`config.mk`:
```
export PLATFORM = sky130hd
export DESIGN_NAME = pipe_hazard_ctrl
export DESIGN_NICKNAME = d
export VERILOG_FILES = /design/src/rtl/pipe_hazard_ctrl.sv
export SDC_FILE = /design/constraint.sdc
export NUM_CORES = 1
export LEC_CHECK = 0
export CORE_MARGIN = 2
export CORE_UTILIZATION = 44
export DETAILED_ROUTE_END_ITERATION = 8
export PLACE_DENSITY = 0.78
export SKIP_CTS_REPAIR_TIMING = 1
export SLEW_MARGIN = 20
export SYNTH_ARGS = -nofsm -noshare
export SYNTH_HDL_FRONTEND = slang
export SYNTH_SLANG_ARGS = --single-unit
```
`constraint.sdc`:
```
create_clock -name clk -period 2.6 [get_ports clk]
set_input_delay 0.65 -clock clk [delete_from_list [all_inputs] [get_ports clk]]
set_output_delay 0.65 -clock clk [all_outputs]
set_load 0.1 [all_outputs]
```
`src/rtl/pipe_hazard_ctrl.sv`:
```
// pipe_hazard_ctrl -- central stall/flush sequencer for the 5-stage pipeline.
//
// Combines the load-use, redirect (EX mispredict / ID jump) and memory-wait
// sources into PC enable, IF/ID hold/flush, ID/EX bubble and a whole-pipe
// freeze. A four-state FSM allows exactly one stall per load-use. It also
// tracks instruction- and data-memory waits so that a sticky timeout flag
// can flag a memory that never answers.
//
// Optional build macro HAZ_PERF_CNT_EN adds two 32-bit performance counters
// (stalled-PC cycles and IF/ID flush cycles). The control behaviour is the
// same with or without the macro.

module pipe_hazard_ctrl #(
  parameter int unsigned TO_W    = 8,
  parameter int unsigned TIMEOUT = 200
) (
  input  logic        clk,
  input  logic        rst_n,
  input  logic [4:0]  id_rs,
  input  logic [4:0]  id_rt,
  input  logic        id_uses_rt,
  input  logic        ex_mem_read,
  input  logic [4:0]  ex_rt,
  input  logic        br_mispredict,
  input  logic        jump_id,
  input  logic        imem_ready,
  input  logic        mem_req,
  input  logic        dmem_ready,
  output logic        pc_en,
  output logic        if_id_hold,
  output logic        if_id_flush,
  output logic        id_ex_flush,
  output logic        pipe_freeze,
  output logic        err_timeout,
  output logic [1:0]  state_o
`ifdef HAZ_PERF_CNT_EN
  ,
  output logic [31:0] perf_stall_cycles,
  output logic [31:0] perf_flush_count
`endif
);

  typedef enum logic [1:0] {
    RUN      = 2'd0,
    LU_STALL = 2'd1,
    IWAIT    = 2'd2,
    DWAIT    = 2'd3
  } state_e;

  localparam logic [TO_W-1:0] CNT_MAX = '1;

  state_e          state_q, state_d;
  logic [TO_W-1:0] cnt_q, cnt_d;
  logic            err_q, err_d;

  // Hazard sources decoded from the pipeline fields.
  logic lu;
  logic redir;
  logic dstall;

  // Raw control decisions before the reset gate is applied.
  logic pc_en_c;
  logic if_id_hold_c;
  logic if_id_flush_c;
  logic id_ex_flush_c;
  logic pipe_freeze_c;

  // Load-use is only real when the load writes a non-zero register that ID reads.
  assign lu     = ex_mem_read && (ex_rt != 5'd0) &&
                  ((ex_rt == id_rs) || (id_uses_rt && (ex_rt == id_rt)));
  assign redir  = br_mispredict || jump_id;
  assign dstall = mem_req && !dmem_ready;

  // State register plus wait-timeout counter and sticky error flag.
  always_ff @(posedge clk or negedge rst_n) begin
    if (!rst_n) begin
      state_q <= RUN;
      cnt_q   <= '0;
      err_q   <= 1'b0;
    end else begin
      // NOTE: sequential state always uses non-blocking assignments so every
      // register samples the pre-edge values, whatever the block order.
      state_q <= state_d;
      cnt_q   <= cnt_d;
      err_q   <= err_d;
    end
  end

  // Next-state and output decode: one priority chain shared by every state.
  // Each state only changes which sources are allowed to take part.
  always_comb begin
    // NOTE: every signal written here gets a default first, so no path can
    // leave one unassigned and infer a latch.
    state_d       = state_q;
    pc_en_c       = 1'b0;
    if_id_hold_c  = 1'b0;
    if_id_flush_c = 1'b0;
    id_ex_flush_c = 1'b0;
    pipe_freeze_c = 1'b0;

    if (dstall || ((state_q == DWAIT) && !dmem_ready)) begin
      // Data memory busy: freeze everything. While in DWAIT the redirect
      // sources are held upstream, so they are ignored here.
      if_id_hold_c  = 1'b1;
      pipe_freeze_c = 1'b1;
      state_d       = DWAIT;
    end else if (redir) begin
      // Redirect wins over load-use and a fetch miss: the ID instruction is
      // being discarded anyway. Only a mispredict also kills the EX-bound one.
      pc_en_c       = 1'b1;
      if_id_flush_c = 1'b1;
      id_ex_flush_c = br_mispredict;
      state_d       = RUN;
    end else if (lu && ((state_q == RUN) || (state_q == DWAIT))) begin
      // One stall cycle per load. LU_STALL and IWAIT mask lu so the same load
      // still seen in EX cannot stall a second time.
      if_id_hold_c  = 1'b1;
      id_ex_flush_c = 1'b1;
      state_d       = LU_STALL;
    end else if (!imem_ready) begin
      // Fetch not valid: hold the PC and feed a bubble into IF/ID.
      if_id_flush_c = 1'b1;
      state_d       = IWAIT;
    end else begin
      pc_en_c       = 1'b1;
      state_d       = RUN;
    end
  end

  // Wait-timeout counter: counts consecutive cycles spent in one wait state.
  always_comb begin
    cnt_d = '0;
    if (((state_q == IWAIT) || (state_q == DWAIT)) && (state_d == state_q)) begin
      if (cnt_q != CNT_MAX) begin
        cnt_d = cnt_q + TO_W'(1);
      end else begin
        cnt_d = cnt_q;
      end
    end
    // Sticky: once set it only clears on reset. The FSM keeps waiting.
    err_d = err_q || ((TIMEOUT != 0) && (32'(cnt_d) == TIMEOUT));
  end

  // Outputs are forced low while reset is asserted, then follow the decode.
  assign pc_en       = pc_en_c       && rst_n;
  assign if_id_hold  = if_id_hold_c  && rst_n;
  assign if_id_flush = if_id_flush_c && rst_n;
  assign id_ex_flush = id_ex_flush_c && rst_n;
  assign pipe_freeze = pipe_freeze_c && rst_n;
  assign err_timeout = err_q;
  assign state_o     = state_q;

`ifdef HAZ_PERF_CNT_EN
  // Performance counters: stalled-PC cycles and IF/ID flush cycles.
  // Both wrap modulo 2^32.
  always_ff @(posedge clk or negedge rst_n) begin
    if (!rst_n) begin
      perf_stall_cycles <= '0;
      perf_flush_count  <= '0;
    end else begin
      if (!pc_en) begin
        perf_stall_cycles <= perf_stall_cycles + 32'd1;
      end
      if (if_id_flush) begin
        perf_flush_count <= perf_flush_count + 32'd1;
      end
    end
  end
`endif

endmodule

```
==> impl_metrics.json, run 1 <==
{
  "outcome": "finished with violations",
  "violations": "setup timing",
  "via_per_inst": 5.47,
  "synth-seq-cells": 11,
  "drive_above_1_share": 0.400,
  "internal-power_uw": 359,
  "pwr-share-comb": 0.468,
  "final_core_util": 0.787,
  "synth_xor_area_frac": 0.122,
  "syn_avg_cell_area_um2": 8.85,
  "synth_top_area_cell": "dfrtp_1",
  "start_util": 0.469,
  "p_switching_uw": 222,
  "grt_pass1_wl_mm": 4.24,
  "worstRegToRegCells": 8,
  "path_max_fanout": 3,
  "regArea_um2": 283,
  "track_usage": 0.220,
  "relSlewSlack": 0.703,
  "r2r-start": "state_o[1]",
  "netlist_instances": 105,
  "antenna_cells": 0,
  "setup-violations-final": 4,
  "ff2ff_setup_slack_ns": 0.41,
  "placed_cell_area_um2": 1480,
  "met2_usage": 0.389,
  "dieArea_um2": 2500,
  "synthAdderAreaFrac": 0.0404,
  "clk_latency_ns": 0.27,
  "r2r_end": "err_timeout",
  "wl_per_cell_um": 14.2,
  "path_buf_inv": 3,
  "final_area_um2": 1560,
  "peakVddDrop_mv": 0.243,
  "yosysUniqueCellTypes": 37,
  "start_kind": "input pin",
  "min_period_ns": 2.78,
  "period_share": 1.07,
  "synthSimpleGateAreaFrac": 0.281,
  "rows": 16,
  "finalWirelength_mm": 2.59,
  "seq_power_share": 0.328,
  "num_vias": 996,
  "cts_made_buffers": 3,
  "critPathKind": "in -> out",
  "leakagePower_uw": 0.000681,
  "cts_sinks": 11,
  "drtIter0Drc": 13,
  "crit_path_end_kind": "output port",
  "synthMuxAreaShare": 0.0215,
  "fill_cells": 124,
  "ctsHtreeMaxLevel": 1,
  "async_reset_ff_frac": 1.00,
  "drc": 0,
  "grt_overflow": 0,
  "ys_top_cells_by_area": "dfrtp_1 30%, xnor2_1 11%, nor2_1 6.1%",
  "fin_nets": 183,
  "routabilityCongestion": 0.893,
  "tritoncts": "built",
  "core_area_um2": 1980,
  "cts.clk_slew.worst_paths_ns": 0.08,
  "layout_setup_ws_ns": -0.177,
  "synth_compound_area_frac": 0.222,
  "firstDrtPassIters": 4,
  "synth_top_cell_area_share": 0.296,
  "hold_viol": 0,
  "min_to": "err_timeout",
  "grt_max_degree": 10,
  "synth_edf_count": 0,
  "holdWs_ns": 0.482,
  "worstPathCellList": "buf_8 -> or3_4 -> o311a_4 -> nand2_4 -> buf_6 -> nand2_4 -> a21oi_4 -> buf_12",
  "holdCritStartpoint": "err_timeout",
  "multi_input_area_um2": 741,
  "ios": 32,
  "cpPeakStageDelay_ns": 0.38,
  "yosysWarnings": 0,
  "final.setup.tns_ns": -0.547,
  "power_density_nw_per_um2": 372,
  "syn_area_um2": 930,
  "power.share.clock": 0.204,
  "met3_usage": 0.0333,
  "cap_violations": 0,
  "rsz0062_at_grt": "yes",
  "hold_path_class": "reg -> reg",
  "clock-root-buffer": "clkbuf_4",
  "fmax_mhz": 360,
  "swShare": 0.382,
  "place_ws_ns": -0.490,
  "use_met1": 0.256,
  "antenna_found_initial": 0,
  "area_growth_syn_to_layout_pct": 67.8,
  "clockBufferDepth": 2,
  "slew_viol_final": 0,
  "clock_skew_ns": 0.00984,
  "synth_top_family_by_area": "simple AND/OR/NAND/NOR gates",
  "crit_family": "compound AO/OA/AOI/OAI gates",
  "crit_path_top_delay_cell": "o311a_4",
  "busiest_layer": "met2",
  "cp.arrival_ns": 2.13,
  "worstMarginPinSlew_ns": 0.445,
  "worstPathRequired_ns": 1.95,
  "crit_top_cell": "nand2_4",
  "die_x_um": 50.0,
  "hpwlAfterDp_mm": 1.98,
  "io_buffer_count": 31,
  "die_h_um": 50.0,
  "synth_ff_type": "dfrtp_1",
  "ys_seq_area_frac": 0.296,
  "grt_pass1_vias": 1021,
  "min_path_cells": 1,
  "antenna_left": 0,
  "syn_nets": 132
}
## placed cells by master (no fill, tap or decap), types with 5 or more instances in the layout
cell | Yosys | routed
buf_4 | 0 | 18
xnor2_1 | 12 | 11
buf_12 | 0 | 5
clkbuf_2 | 0 | 8
nand3_1 | 7 | 7
dlymetal6s2s_1 | 0 | 6
nand2_1 | 8 | 5
dfrtp_1 | 11 | 9
clkdlybuf4s50_1 | 0 | 7
nor2_1 | 15 | 14
## logic make-up after synthesis
logic type	count (synthesis)
compound gates	22
simple gates	50
fa+ha+maj	3
xor+xnor	13
mux	2
buf+inv	4
flops	11
## worst register-to-register path, delay by kind of cell, from the launching register on
family / cells / cell delay, ns
AO/OA/AOI/OAI: 3 / 0.77
multiplexers: 1 / 0.11
flip-flops: 1 / 0.52
AND/OR/NAND/NOR: 1 / 0.08
adder cells (fa/ha/maj): 1 / 0.32
buffers and inverters: 2 / 0.27
## layer usage
layer	wire [um]	vias up
met5	0	-
met4	55	0
met3	111	8
met2	1380	31
met1	1040	472
li1	-	485
## area by class of cell
| class | instances | area share |
|---|---|---|
| multi-input combinational | 90 | 0.475 |
| timing repair buffer | 48 | 0.301 |
| sequential | 11 | 0.181 |
| tap | 27 | 0.0217 |
| clock buffer | 4 | 0.0168 |
| inverter | 2 | 0.00481 |
## flip-flops by register name (all words and copies together), names as in the netlist
name         flops
state_o          2
cnt_q            8
err_timeout      1
## power groups by stage
stage                     sequential [uW]  clock [uW]  combinational (uW)
after detailed placement              194           0                 263
after CTS                             190         120                 264
final                                 191         119                 272
after global placement                193           0                 260
after global routing                  192         131                 288
after floorplan                       221           0                 126
## worst max-delay path by stage
stage | startpoint | endpoint | slack [ns] | depth (start not counted)
finish | ex_rt[2] | pc_en | -0.18 | 8
global route | ex_rt[2] | pc_en | -0.21 | 8
CTS | ex_rt[0] | pc_en | -0.50 | 8
detailed placement | ex_rt[0] | pc_en | -0.49 | 8
global placement | ex_rt[0] | pc_en | -0.49 | 8
floorplan | ex_rt[0] | pc_en | -0.14 | 5
## per-stage QoR
stage	total power, uW	cells
2_1_floorplan	347	105
5_1_grt	612	182
4_1_cts	574	179
6_report	581	182
3_3_place_gp	453	175
3_5_place_dp	457	175
## cells in the mapped netlist (2+ instances only)
cell type  instances
or3_1              2
o21bai_1           3
dfrtp_1           11
nor2_1            15
clkbuf_1           2
nand2_1            8
or4_1              2
o31ai_1            3
mux2i_1            2
nand4_1            2
nand3_1            7
inv_1              2
nor2b_1            2
xnor2_1           12
a31oi_1            3
o21ai_0            2
a211oi_2           2
and2_1             3
a21oi_1            2
ha_1               3
Power figures use the tool's default switching activity.
==> run 2: changes to the inputs <==
--- a/config.mk
+++ b/config.mk
@@ -5,10 +5,10 @@
 export SDC_FILE = /design/constraint.sdc
 export NUM_CORES = 1
 export LEC_CHECK = 0
-export CORE_MARGIN = 2
 export CORE_UTILIZATION = 44
+export CTS_CLUSTER_SIZE = 12
 export DETAILED_ROUTE_END_ITERATION = 8
-export PLACE_DENSITY = 0.78
+export PLACE_DENSITY_LB_ADDON = 0.1
 export SKIP_CTS_REPAIR_TIMING = 1
 export SLEW_MARGIN = 20
 export SYNTH_ARGS = -nofsm -noshare
==> impl_metrics.json, run 2 (synthesized netlist as in run 1, its figures left out) <==
{
  "outcome": "finished with violations",
  "violations": "setup timing",
  "grt_overflow": 0,
  "fmax_mhz": 361,
  "worstMarginPinSlew_ns": 0.424,
  "clock_skew_ns": 0.00611,
  "holdWs_ns": 0.498,
  "antenna_cells": 0,
  "dieArea_um2": 2300,
  "relSlewSlack": 0.715,
  "drc": 0,
  "cts_sinks": 11,
  "ctsHtreeMaxLevel": 1,
  "setup-violations-final": 4,
  "start_kind": "input pin",
  "fill_cells": 130,
  "hpwlAfterDp_mm": 1.93,
  "grt_max_degree": 10,
  "crit_path_top_delay_cell": "o311a_4",
  "grt_pass1_vias": 828,
  "clockBufferDepth": 2,
  "cpPeakStageDelay_ns": 0.39,
  "hold_path_class": "reg -> reg",
  "num_vias": 983,
  "internal-power_uw": 366,
  "min_period_ns": 2.77,
  "antenna_found_initial": 0,
  "rsz0062_at_grt": "yes",
  "multi_input_area_um2": 771,
  "final_cell_mix": "21 x buf_4, 14 x nor2_1, 9 x xnor2_1, 9 x dfrtp_1, 8 x clkbuf_2",
  "die_x_um": 48.0,
  "tritoncts": "built",
  "top_register": "cnt_q",
  "layout_setup_ws_ns": -0.172,
  "crit_top_cell": "nand2_4",
  "wl_per_cell_um": 14.1,
  "start_util": 0.469,
  "critPathKind": "in -> out",
  "worstPathRequired_ns": 1.95,
  "final_core_util": 0.809,
  "p_switching_uw": 226,
  "peakVddDrop_mv": 0.376,
  "period_share": 1.07,
  "pwr-share-comb": 0.485,
  "routabilityCongestion": 0.890,
  "antenna_left": 0,
  "clk_latency_ns": 0.27,
  "seq_power_share": 0.322,
  "crit_path_end_kind": "output port",
  "power.share.clock": 0.192,
  "track_usage": 0.220,
  "fin_nets": 185,
  "cap_violations": 0,
  "regArea_um2": 283,
  "die_h_um": 48.0,
  "area_growth_syn_to_layout_pct": 72.4,
  "final_common_cell": "buf_4",
  "cts.clk_slew.worst_paths_ns": 0.06,
  "io_buffer_count": 31,
  "path_max_fanout": 3,
  "firstDrtPassIters": 4,
  "drive_above_1_share": 0.433,
  "ios": 32,
  "swShare": 0.382,
  "cp.arrival_ns": 2.12,
  "largest_register_ffs": 8,
  "power_density_nw_per_um2": 369,
  "cts_made_buffers": 3,
  "slew_viol_final": 0,
  "dp.cells": 176,
  "worstPathCellList": "clkbuf_2 -> or3_4 -> o311a_4 -> nand2_4 -> buf_6 -> nand2_4 -> a21oi_4 -> buf_12",
  "final_cells": 184,
  "clock-root-buffer": "clkbuf_4",
  "core_area_um2": 1980,
  "hold_viol": 0,
  "leakagePower_uw": 0.000703,
  "via_per_inst": 5.34,
  "grt_pass1_wl_mm": 3.46,
  "finalWirelength_mm": 2.59,
  "rows": 16,
  "drtIter0Drc": 14
}
## run 2: routing by layer
metal | vias to the layer above | track usage | part of all wire
met3 | 0 | 0.0679 | 0.056
li1 | 494 | - | -
met4 | 0 | 0.0167 | 0
met1 | 459 | 0.272 | 0.40
met5 | - | 0 | 0
met2 | 30 | 0.389 | 0.54
## run 2: final timing paths
| path | start | endpoint | slack [ns] | cells after the start |
|---|---|---|---|---|
| worst max-delay path | ex_rt[0] | pc_en | -0.17 | 8 |
| worst min-delay path | err_timeout | err_timeout | 0.50 | 1 |
| worst max register to register | state_o[0] | cnt_q[2] | 0.44 | 8 |
| worst min register to register | err_timeout | err_timeout | 0.50 | 1 |
| max in group asynchronous | rst_n | err_timeout | 1.63 | 2 |
| min in group asynchronous | rst_n | state_o[1] | 0.79 | 2 |
## run 2: power by group through the flow
stage | clock, uW | sequential (uW) | combinational [uW]
2_1_floorplan | 0 | 221 | 126
3_3_place_gp | 0 | 193 | 264
3_5_place_dp | 0 | 194 | 268
4_1_cts | 117 | 191 | 271
5_1_grt | 126 | 192 | 303
6_report | 114 | 191 | 287
## run 2: critical path, delay by kind of cell
kind            cells  cell delay, ns
simple gates        3            0.50
compound gates      2            0.55
buf+inv             3            0.42
## run 2: layout make-up
cell class / instances / area share
multi-input combinational: 90 / 0.481
timing repair buffer: 50 / 0.300
sequential: 11 / 0.176
tap: 27 / 0.0211
clock buffer: 3 / 0.0141
inverter: 2 / 0.00468
clock inverter: 1 / 0.00312
## run 2: through the flow
step,cell area (um^2),TNS (ns),setup WS (ns),power [uW]
after floorplan,997,-0.275,-0.139,347
after CTS,1520,-2.58,-0.564,578
after detailed placement,1490,-4.93,-0.553,462
after global placement,1490,-4.63,-0.505,457
final,1600,-0.562,-0.172,592
after global routing,1600,-0.720,-0.199,622
